--- src/rtl/vt100_decoder.sv ---
// VT100/ANSI subset decoder: turns received UART bytes into character-buffer
// writes and tracks the cursor for the display overlay.
module vt100_decoder #(
  parameter int COLS   = 40,
  parameter int ROWS   = 25,
  parameter int ADDR_W = 10
) (
  input  logic              clk,
  input  logic              rst,
  input  logic [7:0]        i_byte,
  input  logic              i_byte_v,
  output logic              o_wen,
  output logic [ADDR_W-1:0] o_addr,
  output logic [7:0]        o_wdata,
  output logic [ADDR_W-1:0] o_cursor,
  output logic              o_busy,
  output logic              o_err
);

  localparam int RW    = $clog2(ROWS);
  localparam int CW    = $clog2(COLS);
  localparam int CELLS = ROWS * COLS;
  localparam logic [8:0]      ROW_MAX  = 9'(ROWS - 1);
  localparam logic [8:0]      COL_MAX  = 9'(COLS - 1);
  localparam logic [ADDR_W:0] CLR_END  = (ADDR_W + 1)'(CELLS);

  typedef enum logic [2:0] {IDLE, ESC, CSI1, CSI2, CLEAR} state_t;

  state_t          state_reg;
  logic [RW-1:0]   row_reg;
  logic [CW-1:0]   col_reg;
  logic [7:0]      p1_reg, p2_reg;
  logic [ADDR_W:0] clr_reg;

  logic [ADDR_W-1:0] cursor;
  logic [8:0]  row9, col9, n9, row_up, row_dn, col_rt, col_lt, p1m, p2m, h_row, h_col;
  logic [7:0]  par;
  logic [11:0] acc;
  logic [7:0]  acc_sat;
  logic        is_digit, is_print;
  logic [RW-1:0] adv_row, lf_row;
  logic [CW-1:0] adv_col, bs_col;

  assign cursor   = ADDR_W'(row_reg) * ADDR_W'(COLS) + ADDR_W'(col_reg);
  assign o_cursor = cursor;

  // Clamp arithmetic is 9 bits wide so position +/- 255 never wraps.
  always_comb begin
    row9     = 9'(row_reg);
    col9     = 9'(col_reg);
    n9       = (p1_reg == 8'd0) ? 9'd1 : {1'b0, p1_reg};
    row_up   = (n9 >= row9) ? 9'd0 : row9 - n9;
    row_dn   = (row9 + n9 >= ROW_MAX) ? ROW_MAX : row9 + n9;
    col_lt   = (n9 >= col9) ? 9'd0 : col9 - n9;
    col_rt   = (col9 + n9 >= COL_MAX) ? COL_MAX : col9 + n9;
    p1m      = (p1_reg == 8'd0) ? 9'd0 : {1'b0, p1_reg} - 9'd1;
    p2m      = (p2_reg == 8'd0) ? 9'd0 : {1'b0, p2_reg} - 9'd1;
    h_row    = (p1m >= ROW_MAX) ? ROW_MAX : p1m;
    h_col    = (p2m >= COL_MAX) ? COL_MAX : p2m;
    is_digit = (i_byte >= 8'h30) && (i_byte <= 8'h39);
    is_print = (i_byte >= 8'h20) && (i_byte <= 8'h7E);
    par      = (state_reg == CSI2) ? p2_reg : p1_reg;
    acc      = 12'(par) * 12'd10 + {4'd0, i_byte - 8'h30};
    acc_sat  = (acc > 12'd255) ? 8'hFF : acc[7:0];
    lf_row   = (row_reg == RW'(ROWS - 1)) ? '0 : row_reg + RW'(1);
    bs_col   = (col_reg == '0) ? '0 : col_reg - CW'(1);
    if (col_reg == CW'(COLS - 1)) begin
      adv_col = '0;
      adv_row = lf_row;
    end else begin
      adv_col = col_reg + CW'(1);
      adv_row = row_reg;
    end
  end

  always_ff @(posedge clk) begin
    if (!rst) begin
      state_reg <= IDLE;
      row_reg   <= '0;
      col_reg   <= '0;
      p1_reg    <= '0;
      p2_reg    <= '0;
      clr_reg   <= '0;
      o_wen     <= 1'b0;
      o_addr    <= '0;
      o_wdata   <= '0;
      o_busy    <= 1'b0;
      o_err     <= 1'b0;
    end else begin
      o_wen <= 1'b0;
      o_err <= 1'b0;
      case (state_reg)
        IDLE: if (i_byte_v) begin
          if (is_print) begin
            o_wen   <= 1'b1;
            o_addr  <= cursor;
            o_wdata <= i_byte;
            row_reg <= adv_row;
            col_reg <= adv_col;
          end else if (i_byte == 8'h0D) col_reg <= '0;
          else if (i_byte == 8'h0A) row_reg <= lf_row;
          else if (i_byte == 8'h08) col_reg <= bs_col;
          else if (i_byte == 8'h1B) state_reg <= ESC;
        end
        ESC: if (i_byte_v) begin
          if (i_byte == 8'h5B) begin
            state_reg <= CSI1;
            p1_reg    <= '0;
            p2_reg    <= '0;
          end else if (i_byte != 8'h1B) begin
            o_err     <= 1'b1;
            state_reg <= IDLE;
          end
        end
        CSI1, CSI2: if (i_byte_v) begin
          if (is_digit) begin
            if (state_reg == CSI2) p2_reg <= acc_sat;
            else                   p1_reg <= acc_sat;
          end else if (i_byte == 8'h3B) begin
            if (state_reg == CSI1) state_reg <= CSI2;
            else begin
              o_err     <= 1'b1;
              state_reg <= IDLE;
            end
          end else if (i_byte == 8'h1B) begin
            state_reg <= ESC;
          end else begin
            state_reg <= IDLE;
            case (i_byte)
              8'h41: row_reg <= row_up[RW-1:0];
              8'h42: row_reg <= row_dn[RW-1:0];
              8'h43: col_reg <= col_rt[CW-1:0];
              8'h44: col_reg <= col_lt[CW-1:0];
              8'h48: begin
                row_reg <= h_row[RW-1:0];
                col_reg <= h_col[CW-1:0];
              end
              8'h4A: if (p1_reg == 8'd2) begin
                // First blank goes out on the same edge that enters CLEAR.
                state_reg <= CLEAR;
                o_busy    <= 1'b1;
                o_wen     <= 1'b1;
                o_addr    <= '0;
                o_wdata   <= 8'h20;
                clr_reg   <= (ADDR_W + 1)'(1);
              end
              default: o_err <= 1'b1;
            endcase
          end
        end
        CLEAR: begin
          if (i_byte_v) o_err <= 1'b1;
          if (clr_reg == CLR_END) begin
            state_reg <= IDLE;
            o_busy    <= 1'b0;
            row_reg   <= '0;
            col_reg   <= '0;
          end else begin
            o_wen   <= 1'b1;
            o_addr  <= clr_reg[ADDR_W-1:0];
            o_wdata <= 8'h20;
            clr_reg <= clr_reg + (ADDR_W + 1)'(1);
          end
        end
        default: state_reg <= IDLE;
      endcase
    end
  end

endmodule

--- config.mk ---
export PLATFORM = sky130hd
export DESIGN_NAME = vt100_decoder
export DESIGN_NICKNAME = d
export VERILOG_FILES = /design/src/rtl/vt100_decoder.sv
export SDC_FILE = /design/constraint.sdc
export NUM_CORES = 1
export LEC_CHECK = 0
export CAP_MARGIN = 40
export CORE_ASPECT_RATIO = 2
export CORE_UTILIZATION = 30
export CTS_CLUSTER_DIAMETER = 120
export DETAILED_ROUTE_END_ITERATION = 8
export SYNTH_ARGS = -nofsm -noshare
export SYNTH_HDL_FRONTEND = slang
export SYNTH_SLANG_ARGS = --single-unit
--- constraint.sdc ---
create_clock -name clk -period 12.04 [get_ports clk]
set_input_delay 1.806 -clock clk [delete_from_list [all_inputs] [get_ports clk]]
set_output_delay 1.806 -clock clk [all_outputs]
set_load 0.01 [all_outputs]
==> results.yml, run 1 <==
clocking:
  tritoncts: "yes"
  source_to_sink_clock_delay_at_the_later_pin_of_the_worst_skew_pair_ns: 0.35
  cts.root.buffer_cell: "clkbuf_16"
  post_cts.resized_instances: 0
  cts.repair_timing.setup_buffer_count: 0
  worst_setup_hold_path_clk_slew_ns: 0.06
  cts-root-to-sink-buffers: 2
  clock_tree.htree_level_count: 3
  hold_buf_cts: 0
  tritoncts.num_buffers: 9
  clock_sinks: 62
drt:
  viasPerCell: 5.61
  dr.first_iter.drc_count: 272
  antenna_left: 0
  post-route-drc-count: 0
  dr_vias: 6285
  routedWlPerCell_um: 18.7
  wl_um: 20900
  detail_route.first_pass.iterations: 5
synth:
  per_instance_average_area_after_synthesis_um2: 7.71
  cell_area_after_synthesis_mm2: 0.00642
  yosys_register_bits: 62
  ys_types: 82
  synthesis.nets: 925
  netlist_instances: 833
  seq_area_frac_synth_pct: 19.3
  async_reset_ff_share_pct: 0
  synth-edff-count: 0
  yosysWarnings: 0
  synth_top_flop_cell: "dfxtp_1"
global_routing:
  via_count_of_the_first_global_routing_pass: 6334
  grt_pass1_wl_um: 32800
  grt_overflow_total: 0
  grt_start_max_net_pins: 42
  antenna_found_initial: 0
  groute.usage.overall_pct: 19.3
finish:
  final_cells: 1121
  largest_register_ffs: 11
  multiInputGateArea_mm2: 0.00474
  area_delta_synth_final_pct: 13.6
  layout_commonest_cell: "ha_1"
  post_route_cells_drive_above_1_share_pct: 5.52
  fin_nets: 939
  layout_common_cells: "ha_1, nor2_1, dfxtp_1, nand2_1, inv_1"
  ff_latch_area_mm2: 0.00124
  fillerInstances: 2246
  antenna_cells: 0
setup_path:
  worst-endpoint-required_ns: 10.23
  worst-path-max-fanout: 9
  cp-end-kind: "primary output"
  worstPathCellList: "ha_1 > ha_1 > fa_1 > nor3b_1 > xnor2_1 > xnor2_1 > clkdlybuf4s50_1"
  cpPeakStageDelay_ns: 0.60
  setup.worst_path.class: "flip-flop to primary output"
  timing.critical_path.arrival_ns: 3.28
  crit_path_start_kind: "flip-flop"
  crit_path_top_delay_cell: "dfxtp_1"
  depth_of_the_most_critical_reg_to_reg_path: 16
pwr:
  leakagePower_nw: 2.97
  vdd.ir_drop.worst_uv: 130
  power_density_mw_per_mm2: 82.6
placement:
  portBuffers: 41
  place_hpwl_um: 16500
  placed_cells: 1105
  gp_congestion: 0.922
job:
  cap_viol_max_count: 0
sta:
  final_max_slew_violation_count: 0
  timing.slew.headroom_pct: 41.8
  finalCritPeriodShare_pct: 42.2
  final-setup-viol-count: 0
  setup_total_negative_slack_ns: 0
  fin_hold_ws_ns: 0.442
  tmin_final_ns: 5.08
  number_of_hold_violations_in_the_final_report: 0
  fin_worst_skew_ns: 0.0118
  maxClockFrequency_mhz: 197
  unrepaired_setup_endpoints_after_global_routing: "false"
  measured_slew_at_the_worst_slew_check_pin_ns: 0.861
outcome:
  outcome: "finished, final reports clean"
floorplan:
  floorplan.initialDensity_pct: 30.6
  floorplan.rows: 75
  core_region_area_mm2: 0.0210
  die_height_um: 209
  io-pin-count: 42
  design.die.area_mm2: 0.0220
  die_w_um: 105
hold_path:
  timing.hold.worst_path_depth: 2
  hold_path.class: "flip-flop to flip-flop"
==> cell usage after synthesis (5+ instances only) <==
cell type | count | area share, %
a211oi_1 | 10 | 1.2
a21o_1 | 11 | 1.3
a21oi_1 | 55 | 4.3
a22oi_1 | 5 | 0.58
a31oi_1 | 11 | 1.1
buf_2 | 14 | 1.1
clkbuf_1 | 28 | 1.6
dfxtp_1 | 62 | 19
fa_1 | 8 | 2.5
ha_1 | 73 | 14
inv_1 | 57 | 3.3
mux2i_1 | 7 | 1.1
nand2_1 | 58 | 3.4
nand2b_1 | 13 | 1.3
nand3_1 | 52 | 4.1
nand3b_1 | 9 | 1.1
nand4_1 | 8 | 0.78
nor2_1 | 66 | 3.9
nor2b_1 | 5 | 0.49
nor3_1 | 22 | 1.7
nor3b_1 | 9 | 1.1
o211a_1 | 10 | 1.6
o211ai_1 | 9 | 1.1
o21a_1 | 9 | 1.1
o21ai_0 | 49 | 3.8
o22ai_1 | 7 | 0.68
o31ai_1 | 9 | 1.1
or3_1 | 8 | 0.78
xnor2_1 | 36 | 4.9
xor2_1 | 17 | 2.3
==> layout make-up <==
class	count	share of cell area, %
clock buffers	11	3.33
repair buffers	50	6.55
multi-input cells	665	65.0
clock inverters	5	0.463
flip-flops and latches	62	17.0
inverters	59	3.04
well taps	269	4.61
==> critical path: cells and delay by family (launching register included) <==
family	cells	cell delay [ns]
xor+xnor	2	0.38
fa+ha+maj	3	1.10
buf+inv	1	0.60
flops	1	0.60
simple gates	1	0.25
==> logic make-up after synthesis <==
kind of cell	share of synthesized area, %
xor gates and xnor gates	7.23
and+or+nand+nor	23.3
DFF	19.3
adders and majority gates	16.7
muxes	1.44
buffers and inverters	6.86
AOI/OAI and AO/OA	25.1
==> routing by layer <==
layer / share of wire (%) / global-route usage [%] / up-vias
li1: - / - / 3042
met1: 36 / 17.8 / 2954
met2: 54 / 37.2 / 198
met3: 3.0 / 2.43 / 91
met4: 7.8 / 15.1 / 0
met5: 0 / 0 / -
==> through the flow <==
stage / util, % / instance area [µm²] / worst slack (ns) / total power [mW]
3_5_place_dp: 33.4 / 7020 / 6.84 / 0.358
6_report: 34.7 / 7290 / 6.96 / 0.603
5_1_grt: 34.7 / 7290 / 6.74 / 0.628
2_1_floorplan: - / 6420 / 7.88 / 0.312
4_1_cts: 34.7 / 7290 / 6.96 / 0.607
3_3_place_gp: 33.4 / 7020 / 6.88 / 0.359
==> power breakdown <==
part / internal, mW / switching [mW]
clock network: 0.145 / 0.103
logic: 0.0568 / 0.0740
registers: 0.213 / 0.0115
==> path summary, 6_finish.rpt <==
| kind | start | end | slack, ns |
|---|---|---|---|
| hold reg to reg | o_wdata[7]$_SDFFE_PN0P_ | o_wdata[7]$_SDFFE_PN0P_ | 0.44 |
| setup / recovery | row_reg[1]$_SDFFE_PN0P_ | o_cursor[9] | 6.96 |
| setup reg to reg | p1_reg[2]$_SDFFE_PN0P_ | col_reg[0]$_SDFFE_PN0P_ | 7.07 |
| hold / removal | o_wdata[7]$_SDFFE_PN0P_ | o_wdata[7]$_SDFFE_PN0P_ | 0.44 |
(Power assumes the default switching activity.)
==> run 2: changes to the inputs <==
==> constraint.sdc (replaced) <==
create_clock -name clk -period 4.9 [get_ports clk]
set_input_delay 0.735 -clock clk [delete_from_list [all_inputs] [get_ports clk]]
set_output_delay 0.735 -clock clk [all_outputs]
set_load 0.01 [all_outputs]
==> run 2 against run 1 <==
- combinational power increased to 2.5 times the previous value
- first-iteration DRC count increased by 44%
- clock power grew to 3.0 times the previous value
- count of clock-buffer cells in the layout grew 2
- sequential share of layout area decreased by 0.42 points
- non-clock buffer count increased by 17
- worst hold slack lost 0.013 ns
- die area unchanged
- wire length rose by 1.2%
- sequential cell count stayed put
- cell count rose by 1.5%
- total power rose to 2.7 times the previous value
==> results.yml, run 2 (synthesis results as in run 1) <==
outcome:
  outcome: "finished, final reports clean"
pwr:
  leakagePower_nw: 3.09
  clock_power_share_pct: 45.3
  total_power_mw: 1.61
  vdd.ir_drop.worst_uv: 297
  power_frac_comb_pct: 20.5
  internal_power_mw: 1.15
  power.share.switching_pct: 28.5
  power_density_mw_per_mm2: 216
  p_switching_uw: 460
  sequentialPowerShare_pct: 34.2
drt:
  dr.first_iter.drc_count: 392
  viasPerCell: 5.60
  antenna_left: 0
  top_signal_layer_used: "met4"
  dr_vias: 6373
  routedWlPerCell_um: 18.6
  dr_wl_met3_um: 690
  wl_um: 21200
  wl_met2_um: 11500
  drt-met1-wl_um: 7390
  post-route-drc-count: 0
  detail_route.first_pass.iterations: 5
sta:
  fin_hold_ws_ns: 0.430
  setup_total_negative_slack_ns: 0
  maxClockFrequency_mhz: 236
  unrepaired_setup_endpoints_after_global_routing: "false"
  tmin_final_ns: 4.24
  number_of_hold_violations_in_the_final_report: 0
  measured_slew_at_the_worst_slew_check_pin_ns: 0.675
  fin_worst_skew_ns: 0.0105
  timing.slew.headroom_pct: 54.7
  finalCritPeriodShare_pct: 86.5
  final-setup-viol-count: 0
  final_max_slew_violation_count: 0
clocking:
  clock_sinks: 62
  post_cts.resized_instances: 0
  worst_setup_hold_path_clk_slew_ns: 0.06
  cts-root-to-sink-buffers: 2
  tritoncts.num_buffers: 9
  source_to_sink_clock_delay_at_the_later_pin_of_the_worst_skew_pair_ns: 0.35
  cts.root.buffer_cell: "clkbuf_16"
  tritoncts: "yes"
  cts.repair_timing.setup_buffer_count: 0
  clock_tree.htree_level_count: 3
  hold_buf_cts: 0
global_routing:
  antenna_found_initial: 0
  grt_overflow_total: 0
  grt_start_max_net_pins: 37
  grt_pass1_wl_um: 33300
  via_count_of_the_first_global_routing_pass: 6352
  groute.usage.overall_pct: 19.6
finish:
  postLayoutCellArea_mm2: 0.00748
  layout_commonest_cell: "ha_1"
  area_delta_synth_final_pct: 16.5
  layout_common_cells: "ha_1, nor2_1, dfxtp_1, nand2_1, inv_1"
  largest_register_ffs: 11
  final_core_utilization_pct: 35.6
  fin_nets: 956
  post_route_cells_drive_above_1_share_pct: 7.36
  antenna_cells: 0
  fillerInstances: 2264
setup_path:
  timing.critical_path.arrival_ns: 4.46
  setup.worst_path.class: "flip-flop to flip-flop"
  worst-endpoint-required_ns: 5.12
  worst-path-max-fanout: 3
  cp-end-kind: "flip-flop"
  crit_path_start_kind: "flip-flop"
job:
  cap_viol_max_count: 0
floorplan:
  floorplan.initialDensity_pct: 30.6
  die_w_um: 105
  die_height_um: 209
  core_region_area_mm2: 0.0210
  floorplan.rows: 75
  io-pin-count: 42
  design.die.area_mm2: 0.0220
placement:
  place_hpwl_um: 16800
  dpl_cell_area_mm2: 0.00715
  gp_congestion: 0.975
  portBuffers: 41
hold_path:
  hold_path.class: "flip-flop to flip-flop"
==> run 2: cell count changes in the layout (fill, tap and decap cells not counted), sizes merged <==
cell | previous run | this run
clkbuf | 11 | 13
inv | 59 | 58
buf | 9 | 26
clkinv | 3 | 2
clkinvlp | 2 | 0
bufinv | 0 | 2
==> run 2: layout make-up <==
cell class                 instances  area, µm²  area share, %
sequential                        62       1240           16.6
timing repair buffer              67        606           8.10
multi-input combinational        665       4740           63.4
inverter                          59        221           2.96
tap                              269        337           4.50
clock buffer                      13        270           3.61
clock inverter                     3       65.1          0.870
==> run 2: power groups by stage <==
stage	registers (mW)	logic [mW]	clock network (mW)
finish	0.551	0.330	0.732
global route	0.553	0.362	0.764
CTS	0.551	0.329	0.737
detailed placement	0.561	0.327	0
global placement	0.560	0.328	0
floorplan	0.556	0.212	0
==> run 2: layer usage <==
metal | track usage [%] | vias to the layer above
li1 | - | 3068
met1 | 18.1 | 3011
met2 | 36.8 | 217
met3 | 2.78 | 77
met4 | 16.8 | 0
met5 | 0 | -
==> run 2: worst paths after layout <==
kind | start | slack (ns) | cells past startpoint | to
min | o_wdata[7]$_SDFFE_PN0P_ | 0.43 | 2 | o_wdata[7]$_SDFFE_PN0P_
max | p1_reg[2]$_SDFFE_PN0P_ | 0.66 | 15 | col_reg[0]$_SDFFE_PN0P_
min reg2reg | o_wdata[7]$_SDFFE_PN0P_ | 0.43 | 2 | o_wdata[7]$_SDFFE_PN0P_
max reg2reg | p1_reg[2]$_SDFFE_PN0P_ | 0.66 | 15 | col_reg[0]$_SDFFE_PN0P_
==> run 2: stage by stage <==
| stage | cells | setup WS (ns) |
|---|---|---|
| floorplan | 833 | 0.744 |
| global placement | 1122 | 0.695 |
| detailed placement | 1122 | 0.701 |
| CTS | 1138 | 0.687 |
| global route | 1138 | 0.339 |
| finish | 1138 | 0.662 |
==> run 2: worst max-delay path: stages, from the launching register on <==
cell and delay, ns:
dfxtp_1 0.31, or3_4 0.40, or3b_2 0.50, or2_2 0.33, nand2_1 0.10, ha_1 0.18, inv_1 0.06, fa_1 0.39
o21bai_1 0.14, a21oi_1 0.12, xor2_1 0.18, or4b_2 0.67, a21oi_1 0.25, nor2_1 0.07, o31ai_1 0.27, a31oi_1 0.12
